### config.mk
export PLATFORM = sky130hd
export DESIGN_NAME = sdft_bin_update
export DESIGN_NICKNAME = d
export VERILOG_FILES = /design/src/rtl/sdft_pkg.sv /design/src/rtl/sdft_delay_line.sv /design/src/rtl/sdft_bin_update.sv
export SDC_FILE = /design/constraint.sdc
export NUM_CORES = 1
export LEC_CHECK = 0
export ABC_AREA = 1
export CAP_MARGIN = 10
export CORE_AREA = 2 2 158 160
export DETAILED_ROUTE_END_ITERATION = 8
export DIE_AREA = 0 0 160 162
export GPL_TIMING_DRIVEN = 0
export PLACE_DENSITY = 0.74
export SYNTH_ARGS = -nofsm -noshare
export SYNTH_HDL_FRONTEND = slang
export SYNTH_SLANG_ARGS = --single-unit
### constraint.sdc
create_clock -name clk -period 2.8 [get_ports clk]
set_input_delay 0.7 -clock clk [delete_from_list [all_inputs] [get_ports clk]]
set_output_delay 0.7 -clock clk [all_outputs]
set_load 0.05 [all_outputs]
### src/rtl/sdft_pkg.sv
// sdft_pkg: shared definitions for the sliding-DFT bin update block.
//   - default geometry (bins, address width, twiddle fraction bits)
//   - sample / delta / bin / product widths
//   - FSM state enum
//   - twiddle table (real, imag) indexed by bin k, unity = 64
//   - sat8 clamp helper
package sdft_pkg;

   localparam int unsigned N_DEF       = 8;
   localparam int unsigned ADDR_W_DEF  = 3;
   localparam int unsigned TW_FRAC_DEF = 6;

   localparam int unsigned SAMPLE_W = 8;
   localparam int unsigned DELTA_W  = 9;
   localparam int unsigned BIN_W    = 8;
   localparam int unsigned PROD_W   = 16;

   typedef enum logic [1:0] {StIdle, StDelta, StBin, StDone} state_e;

   // round(64*cos(2*pi*k/8)), round(64*sin(2*pi*k/8)); table is built for 8 bins.
   localparam logic signed [7:0] TW_RE [8] = '{
      8'sd64, 8'sd45, 8'sd0, -8'sd45, -8'sd64, -8'sd45, 8'sd0, 8'sd45
   };
   localparam logic signed [7:0] TW_IM [8] = '{
      8'sd0, 8'sd45, 8'sd64, 8'sd45, 8'sd0, -8'sd45, -8'sd64, -8'sd45
   };

   // Clamp a signed 16-bit value to [-128, 127].
   function automatic logic signed [7:0] sat8(input logic signed [15:0] v);
      if (v > 16'sd127) begin
         return 8'sd127;
      end
      if (v < -16'sd128) begin
         return 8'sh80;
      end
      return v[7:0];
   endfunction

endpackage

### src/rtl/sdft_delay_line.sv
// sdft_delay_line: N-entry circular buffer of signed samples.
//   clk, reset : clock, synchronous active-low reset (clears entries and pointer)
//   wr_en      : write strobe; stores wr_data at the pointer and advances it mod N
//   wr_data    : sample to store
//   oldest     : entry at the write pointer, i.e. the sample from N writes ago
module sdft_delay_line
   import sdft_pkg::*;
#(
   parameter int unsigned N      = N_DEF,
   parameter int unsigned ADDR_W = ADDR_W_DEF
) (
   input  logic                       clk,
   input  logic                       reset,
   input  logic                       wr_en,
   input  logic signed [SAMPLE_W-1:0] wr_data,
   output logic signed [SAMPLE_W-1:0] oldest
);

   logic signed [SAMPLE_W-1:0] mem_q [N];
   logic [ADDR_W-1:0]          ptr_q;

   assign oldest = mem_q[ptr_q];

   // N is a power of two, so the pointer wraps naturally.
   always_ff @(posedge clk) begin
      if (!reset) begin
         for (int i = 0; i < int'(N); i++) begin
            mem_q[i] <= '0;
         end
         ptr_q <= '0;
      end else if (wr_en) begin
         mem_q[ptr_q] <= wr_data;
         ptr_q        <= ptr_q + 1'b1;
      end
   end

endmodule

### src/rtl/sdft_bin_update.sv
// sdft_bin_update: sliding-DFT bin update sequencer.
//   clk, reset             : clock, synchronous active-low reset
//   sample_in/sample_valid : signed input sample, accepted when ready
//   ready                  : high in IDLE only
//   a_real/a_imag          : operand A to complex_mult = bin[k] + delta (real part saturated)
//   b_real/b_imag          : operand B to complex_mult = twiddle[k]
//   mult_real/mult_imag    : product from complex_mult, written back >>> TW_FRAC
//   busy                   : high outside IDLE
//   frame_done             : one-cycle pulse after the last bin is written
//   rd_addr/rd_real/rd_imag: combinational bin readout
module sdft_bin_update
   import sdft_pkg::*;
#(
   parameter int unsigned N       = N_DEF,
   parameter int unsigned ADDR_W  = ADDR_W_DEF,
   parameter int unsigned TW_FRAC = TW_FRAC_DEF
) (
   input  logic                       clk,
   input  logic                       reset,
   input  logic signed [SAMPLE_W-1:0] sample_in,
   input  logic                       sample_valid,
   output logic                       ready,
   output logic signed [SAMPLE_W-1:0] a_real,
   output logic signed [SAMPLE_W-1:0] a_imag,
   output logic signed [SAMPLE_W-1:0] b_real,
   output logic signed [SAMPLE_W-1:0] b_imag,
   input  logic signed [PROD_W-1:0]   mult_real,
   input  logic signed [PROD_W-1:0]   mult_imag,
   output logic                       busy,
   output logic                       frame_done,
   input  logic [ADDR_W-1:0]          rd_addr,
   output logic signed [BIN_W-1:0]    rd_real,
   output logic signed [BIN_W-1:0]    rd_imag
);

   state_e state_q, state_d;

   logic signed [SAMPLE_W-1:0] sample_q;
   logic signed [DELTA_W-1:0]  delta_q;
   logic [ADDR_W-1:0]          k_q;
   logic signed [BIN_W-1:0]    bin_re_q [N];
   logic signed [BIN_W-1:0]    bin_im_q [N];

   logic signed [SAMPLE_W-1:0] oldest;
   logic                       dl_wr;
   logic                       last_bin;
   logic signed [15:0]         sum_re;

   assign dl_wr    = (state_q == StDelta);
   assign last_bin = (k_q == ADDR_W'(N - 1));

   // Wide enough that bin + delta never wraps before saturation.
   assign sum_re = {{8{bin_re_q[k_q][7]}}, bin_re_q[k_q]} + {{7{delta_q[8]}}, delta_q};

   assign rd_real = bin_re_q[rd_addr];
   assign rd_imag = bin_im_q[rd_addr];

   sdft_delay_line #(
      .N      (N),
      .ADDR_W (ADDR_W)
   ) u_delay_line (
      .clk     (clk),
      .reset   (reset),
      .wr_en   (dl_wr),
      .wr_data (sample_q),
      .oldest  (oldest)
   );

   always_ff @(posedge clk) begin
      if (!reset) begin
         state_q <= StIdle;
      end else begin
         state_q <= state_d;
      end
   end

   always_comb begin
      state_d = state_q;
      unique case (state_q)
         StIdle:  if (sample_valid) state_d = StDelta;
         StDelta: state_d = StBin;
         StBin:   if (last_bin) state_d = StDone;
         StDone:  state_d = StIdle;
         default: state_d = StIdle;
      endcase
   end

   always_comb begin
      ready      = 1'b0;
      busy       = 1'b1;
      frame_done = 1'b0;
      a_real     = '0;
      a_imag     = '0;
      b_real     = '0;
      b_imag     = '0;
      unique case (state_q)
         StIdle: begin
            ready = 1'b1;
            busy  = 1'b0;
         end
         StDelta: ;
         StBin: begin
            a_real = sat8(sum_re);
            a_imag = bin_im_q[k_q];
            b_real = TW_RE[k_q];
            b_imag = TW_IM[k_q];
         end
         StDone: frame_done = 1'b1;
         default: ;
      endcase
   end

   // The sample is captured at accept so the source may change it right after.
   always_ff @(posedge clk) begin
      if (!reset) begin
         sample_q <= '0;
         delta_q  <= '0;
         k_q      <= '0;
         for (int i = 0; i < int'(N); i++) begin
            bin_re_q[i] <= '0;
            bin_im_q[i] <= '0;
         end
      end else begin
         if (state_q == StIdle && sample_valid) begin
            sample_q <= sample_in;
         end
         if (state_q == StDelta) begin
            delta_q <= {sample_q[7], sample_q} - {oldest[7], oldest};
            k_q     <= '0;
         end
         if (state_q == StBin) begin
            bin_re_q[k_q] <= sat8(mult_real >>> TW_FRAC);
            bin_im_q[k_q] <= sat8(mult_imag >>> TW_FRAC);
            k_q           <= k_q + 1'b1;
         end
      end
   end

endmodule

==> reports/results.tsv, run 1 <==
metric	value	unit
drc_errors	0	
crit_chain	buf_8 -> buf_8 -> a21oi_2 -> o21ai_1 -> o21ai_1 -> nor2_1 -> a31oi_1 -> ha_2 -> fa_2 -> nand3_2 -> nand2_4 -> nand2_4 -> nand2_2 -> nand2_1 -> nand2_1 -> nand2_2 -> buf_4 -> a21oi_4 -> nor2_4 -> buf_8	
fp.dieH	162	um
cts_buffers	25	
firstDrtPassIters	5	
overflow	0	
setup_viol	16	
cp_slowest_cell	dfxtp_4	
antenna_cells	0	
netlist_area	0.01198	mm2
wirelength	36.70	mm
ys_async_sr_fraction	0	
dpl.hpwl	26.58	mm
via_count	10960	
critical_path_buf_inv_count	4	
tns	-11070	ps
die_area	0.02592	mm2
rsz0062_at_grt	true	
synth_flop_cell	edfxtp_1	
track_usage	0.2732	
numClockSinks	223	
fp.dieW	160	um
cp_max_fo	7	
critPathKind	flop to output port	
place_congestion	0.9578	
fin_crit	4079	ps
worstMarginPinSlew	964.9	ps
rows	57	
drt_iter0_drc	1386	
fin_skew	20.68	ps
cp_top_family	simple AND/OR/NAND/NOR gates	
fillers	2065	
place_area	0.01344	mm2
grt_max_degree	17	
synth_edf_count	192	
grt_pass1_vias	10340	
max_freq	245.2	MHz
clk_pin_slew	60	ps
fin_ws	-1279	ps
cap_violations	0	
violations	negative setup slack	
nets	1613	
dp_slack	-1738	ps
synth-seq-area-share	0.5329	
fin_area	0.01505	mm2
slew_headroom	0.3567	
drv_slew	0	
worst-endpoint-arrival	3380	ps
cts_tree	built	
core_area	0.02411	mm2
synth_seq_cells	223	
yosysWarnings	0	
slowest_delay	380	ps
area_delta_synth_final	25.61	%
syn-num-nets	1468	
wl_per_cell	19.52	um
via_per_inst	5.830	
root_buffer	clkbuf_16	
final-hold-violation-count	0	
worstPathRequired	2100	ps
status	complete, but fails checks	
portBuffers	82	
drive_above_1_share	0.1999	
final_cell_mix	nor2_1, edfxtp_1, o21ai_0, nand2_1, inv_1	
end_kind	output port	
path_common_cell	buf_8	
dp.cells	1800	
clk_latency	540	ps
syn_avg_cell_area	8.596	um2
fin_cells	1880	
start_util	0.4971	
vdd.ir_drop.worst	0.001311	V
io_pins	97	
synth_cell_types	37	
leakage	6.178	nW
grt_pass1_wl	55.08	mm
hp-class	input pin to flop	
fin_crit_sh	1.457	
power.density	1070	mW/mm2
antenna_found_initial	0	
htree_levels	1	
startpoint_type	flop	
synthCells	1394	
final_common_cell	nor2_1	
ant_nets	0	
cts_max_path_buffers	3	
## flip-flops by register name, indices dropped and copies added, names as in the netlist, named ones only
signal / count
state_q: 2
bin_im_q: 64
delta_q: 9
sample_q: 8
u_delay_line.mem_q: 64
k_q: 3
bin_re_q: 64
u_delay_line.ptr_q: 3
## per-layer routing
| layer | share of wire | routed length, um | track usage |
|---|---|---|---|
| met2 | 0.46 | 16790 | 0.4406 |
| met3 | 0.098 | 3607 | 0.04162 |
| met5 | 0 | 0 | 0 |
| met1 | 0.40 | 14640 | 0.3750 |
| met4 | 0.045 | 1661 | 0.1077 |
## worst paths after layout
check                                            from              to  slack (ps)  depth (start not counted)
worst max-delay path                             flop       a_real[0]       -1280                         20
worst min-delay path                            reset      state_q[1]         480                          3
worst max register to register             state_q[0]  bin_im_q[6][5]         200                          9
worst min register to register  u_delay_line.ptr_q[0]            flop         540                          1
## timing repair
item,CTS,global route
buffers inserted,27,13
endpoints found under the hold margin,0,0
hold buffers,0,0
setup endpoints to repair,51,54
pin swaps,32,38
resized for setup,386,129
## final cells by class
| class | count | area, um2 | share of cell area |
|---|---|---|---|
| Multi-Input combinational cell | 931 | 5117 | 0.3400 |
| Inverter | 160 | 604.3 | 0.04015 |
| Tap cell | 324 | 405.4 | 0.02693 |
| Clock buffer | 28 | 636.9 | 0.04231 |
| Sequential cell | 223 | 6397 | 0.4250 |
| Timing Repair Buffer | 119 | 1092 | 0.07257 |
| Clock inverter | 16 | 177.7 | 0.01180 |
| Buffer | 79 | 620.6 | 0.04123 |
## logic make-up (layout without fill, tap and decap cells)
family | count (synthesis) | after routing | synth area share
xor gates and xnor gates | 9 | 9 | 0.006579
adders and majority gates | 28 | 28 | 0.03049
buffers and inverters | 240 | 402 | 0.08311
DFF | 223 | 223 | 0.5329
AOI/OAI and AO/OA | 400 | 400 | 0.1819
and+or+nand+nor | 494 | 494 | 0.1650
## cell usage after synthesis (2+ instances only)
cell	instances	share of area
a21oi_1	92	0.038
a21oi_2	2	0.0015
a31oi_1	34	0.018
buf_2	27	0.011
buf_4	14	0.0088
clkbuf_1	36	0.011
clkinv_1	6	0.0019
dfxtp_1	31	0.052
edfxtp_1	192	0.48
fa_1	2	0.0033
ha_1	26	0.027
inv_1	143	0.045
inv_2	11	0.0034
nand2_1	153	0.048
nand2_2	19	0.0099
nand3_1	20	0.0084
nand3_2	2	0.0017
nand4_1	2	0.0010
nor2_1	290	0.091
nor2_2	2	0.0010
nor2_4	2	0.0019
nor3_1	2	0.00084
o211ai_1	32	0.020
o21ai_0	190	0.079
o21ai_1	29	0.012
o21bai_1	2	0.0013
o221ai_1	6	0.0044
o22ai_1	11	0.0057
xnor2_1	2	0.0015
xor2_1	7	0.0051
## power breakdown
part | internal [mW] | switching (mW) | total [mW]
Combinational | 3.19 | 5.41 | 8.60
Sequential | 3.96 | 0.237 | 4.20
Clock | 1.92 | 1.38 | 3.30
Total | 9.08 | 7.03 | 16.1
## stage by stage
stage | hold WS [ps] | utilization | total power [mW]
after CTS | 465.5 | 0.6132 | 15.10
after global routing | 511.9 | 0.6244 | 16.86
final | 478.6 | 0.6244 | 16.11
after global placement | 481.8 | 0.5575 | 10.77
after floorplan | 449.2 | - | 9.017
after detailed placement | 486.1 | 0.5575 | 10.87
## worst min-delay path: stages
cell and delay (ps):
buf_4 150, o21ai_0 90, a21oi_1 50
Power figures use the tool's default switching activity.
==> inputs of run 2 (changes only) <==
--- a/config.mk
+++ b/config.mk
@@ -12,6 +12,8 @@
 export DIE_AREA = 0 0 160 162
 export GPL_TIMING_DRIVEN = 0
 export PLACE_DENSITY = 0.74
+export SKIP_CTS_REPAIR_TIMING = 1
+export SLEW_MARGIN = 20
 export SYNTH_ARGS = -nofsm -noshare
 export SYNTH_HDL_FRONTEND = slang
 export SYNTH_SLANG_ARGS = --single-unit
==> run 2 against run 1 <==
Net effect: the flow still finishes with violations (negative setup slack); total power down 3.4%; core utilization is 0.92 points lower; largest power group unchanged; critical path depth shrank 2; largest cell class unchanged; sequential cell count unchanged; wire length fell by 0.73%; combinational power is 6.3% lower; die area stayed put; final area decreased by 1.5%; global-route usage down 0.65 points; setup slack lost 10 ps; critical path type unchanged; highest routed layer unchanged; register-to-register slack about the same.
==> reports/results.tsv, run 2 (same netlist as run 1, synthesis figures left out) <==
metric	value	unit
end_kind	output port	
slew_headroom	0.3753	
final_common_cell	nor2_1	
portBuffers	82	
drive_above_1_share	0.1899	
multi_input_area	0.005089	mm2
slowest_delay	400	ps
fp.dieW	160	um
drv_slew	0	
rsz0062_at_grt	true	
max_freq	244.6	MHz
fin_crit	4089	ps
tns	-10400	ps
p_total	15.56	mW
root_buffer	clkbuf_16	
io_pins	97	
wl_per_cell	19.51	um
holdWs	490.0	ps
numClockSinks	223	
cap_violations	0	
cp_slowest_cell	dfxtp_4	
rows	57	
place_congestion	0.9578	
grt_max_degree	17	
setup_viol	18	
violations	negative setup slack	
core_area	0.02411	mm2
ff_latch_area	0.006392	mm2
hp-class	input pin to flop	
grt_pass1_vias	10130	
firstDrtPassIters	6	
leakage	6.132	nW
via_count	10930	
drt_iter0_drc	1424	
worstMarginPinSlew	937.0	ps
track_usage	0.2667	
dpl.hpwl	26.58	mm
cts_buffers	25	
grt_pass1_wl	53.75	mm
dp_slack	-1738	ps
power.density	1049	mW/mm2
cts_tree	built	
fp.dieH	162	um
nets	1600	
fin_skew	24.56	ps
ant_nets	0	
antenna_cells	0	
start_util	0.4971	
drc_errors	0	
worst-endpoint-arrival	3390	ps
critPathKind	flop to output port	
fin_ws	-1289	ps
cp_max_fo	6	
fin_crit_sh	1.460	
final_cell_mix	nor2_1, edfxtp_1, o21ai_0, nand2_1, inv_1	
cts_max_path_buffers	3	
crit_chain	buf_8 -> buf_8 -> a21oi_1 -> o21ai_0 -> o21ai_1 -> nor2_1 -> a31oi_4 -> ha_4 -> nand2_1 -> inv_1 -> a21oi_4 -> nand2_2 -> nand2_1 -> nand2_1 -> nand2_2 -> nand3_4 -> nand2_4 -> buf_8	
reg_top3	bin_im_q: 64 flops, bin_re_q: 64 flops, u_delay_line.mem_q: 64 flops	
status	complete, but fails checks	
final-hold-violation-count	0	
fillers	2115	
worstPathRequired	2100	ps
clk_pin_slew	60	ps
clk_latency	540	ps
antenna_found_initial	0	
via_per_inst	5.853	
area_delta_synth_final	23.77	%
vdd.ir_drop.worst	0.001250	V
startpoint_type	flop	
wirelength	36.43	mm
htree_levels	1	
overflow	0	
die_area	0.02592	mm2
==> run 2: cell types whose count changed in the layout (fill, tap and decap cells not counted), moves of 3 or more <==
| cell | delta |
|---|---|
| clkbuf_4 | +5 |
| dfxtp_2 | -4 |
| buf_2 | +3 |
| buf_4 | -17 |
| dfxtp_1 | +4 |
| buf_6 | -5 |
| clkbuf_2 | +9 |
| buf_8 | -7 |
| dlymetal6s2s_1 | +4 |
==> run 2: path summary, 6_finish.rpt <==
check        startpoint         end  slack [ps]  depth (start not counted)
max                flop   a_real[6]       -1290                         18
min               reset  state_q[1]         490                          3
max reg2reg        flop  delta_q[6]         200                         14
min reg2reg  delta_q[8]  delta_q[8]         530                          2
==> run 2: final cells by class <==
| cell class | count | share of cell area |
|---|---|---|
| buffer | 80 | 0.03754 |
| clock buffer | 28 | 0.04294 |
| clock inverter | 16 | 0.01198 |
| inverter | 160 | 0.04126 |
| multi-input combinational | 931 | 0.3431 |
| sequential | 223 | 0.4310 |
| tap | 324 | 0.02733 |
| timing repair buffer | 105 | 0.06479 |
==> run 2: critical path, delay by kind of cell (launching register included) <==
family / cells / cell delay [ps]
and+or+nand+nor: 8 / 900
DFF: 1 / 400
buffers and inverters: 4 / 520
AOI/OAI and AO/OA: 5 / 770
adders and majority gates: 1 / 250
==> run 2: where the power goes <==
part / switching [mW] / total, mW / internal [mW]
sequential: 0.248 / 4.21 / 3.96
clock: 1.37 / 3.29 / 1.92
combinational: 5.17 / 8.06 / 2.89
==> run 2: per-stage QoR <==
stage | cell area (um2) | cells | utilization
final | 14830 | 1867 | 0.6152
after global routing | 14830 | 1867 | 0.6152
after CTS | 14250 | 1844 | 0.5913
after detailed placement | 13440 | 1800 | 0.5575
after global placement | 13440 | 1800 | 0.5575
after floorplan | 12210 | 1394 | -
==> run 2: routing by layer <==
metal,vias to the layer above,GRT usage,share of wire
met5,-,0,0
met4,0,0.1003,0.041
met1,5201,0.3702,0.40
li1,5010,-,-
met3,117,0.03882,0.094
met2,599,0.4290,0.46
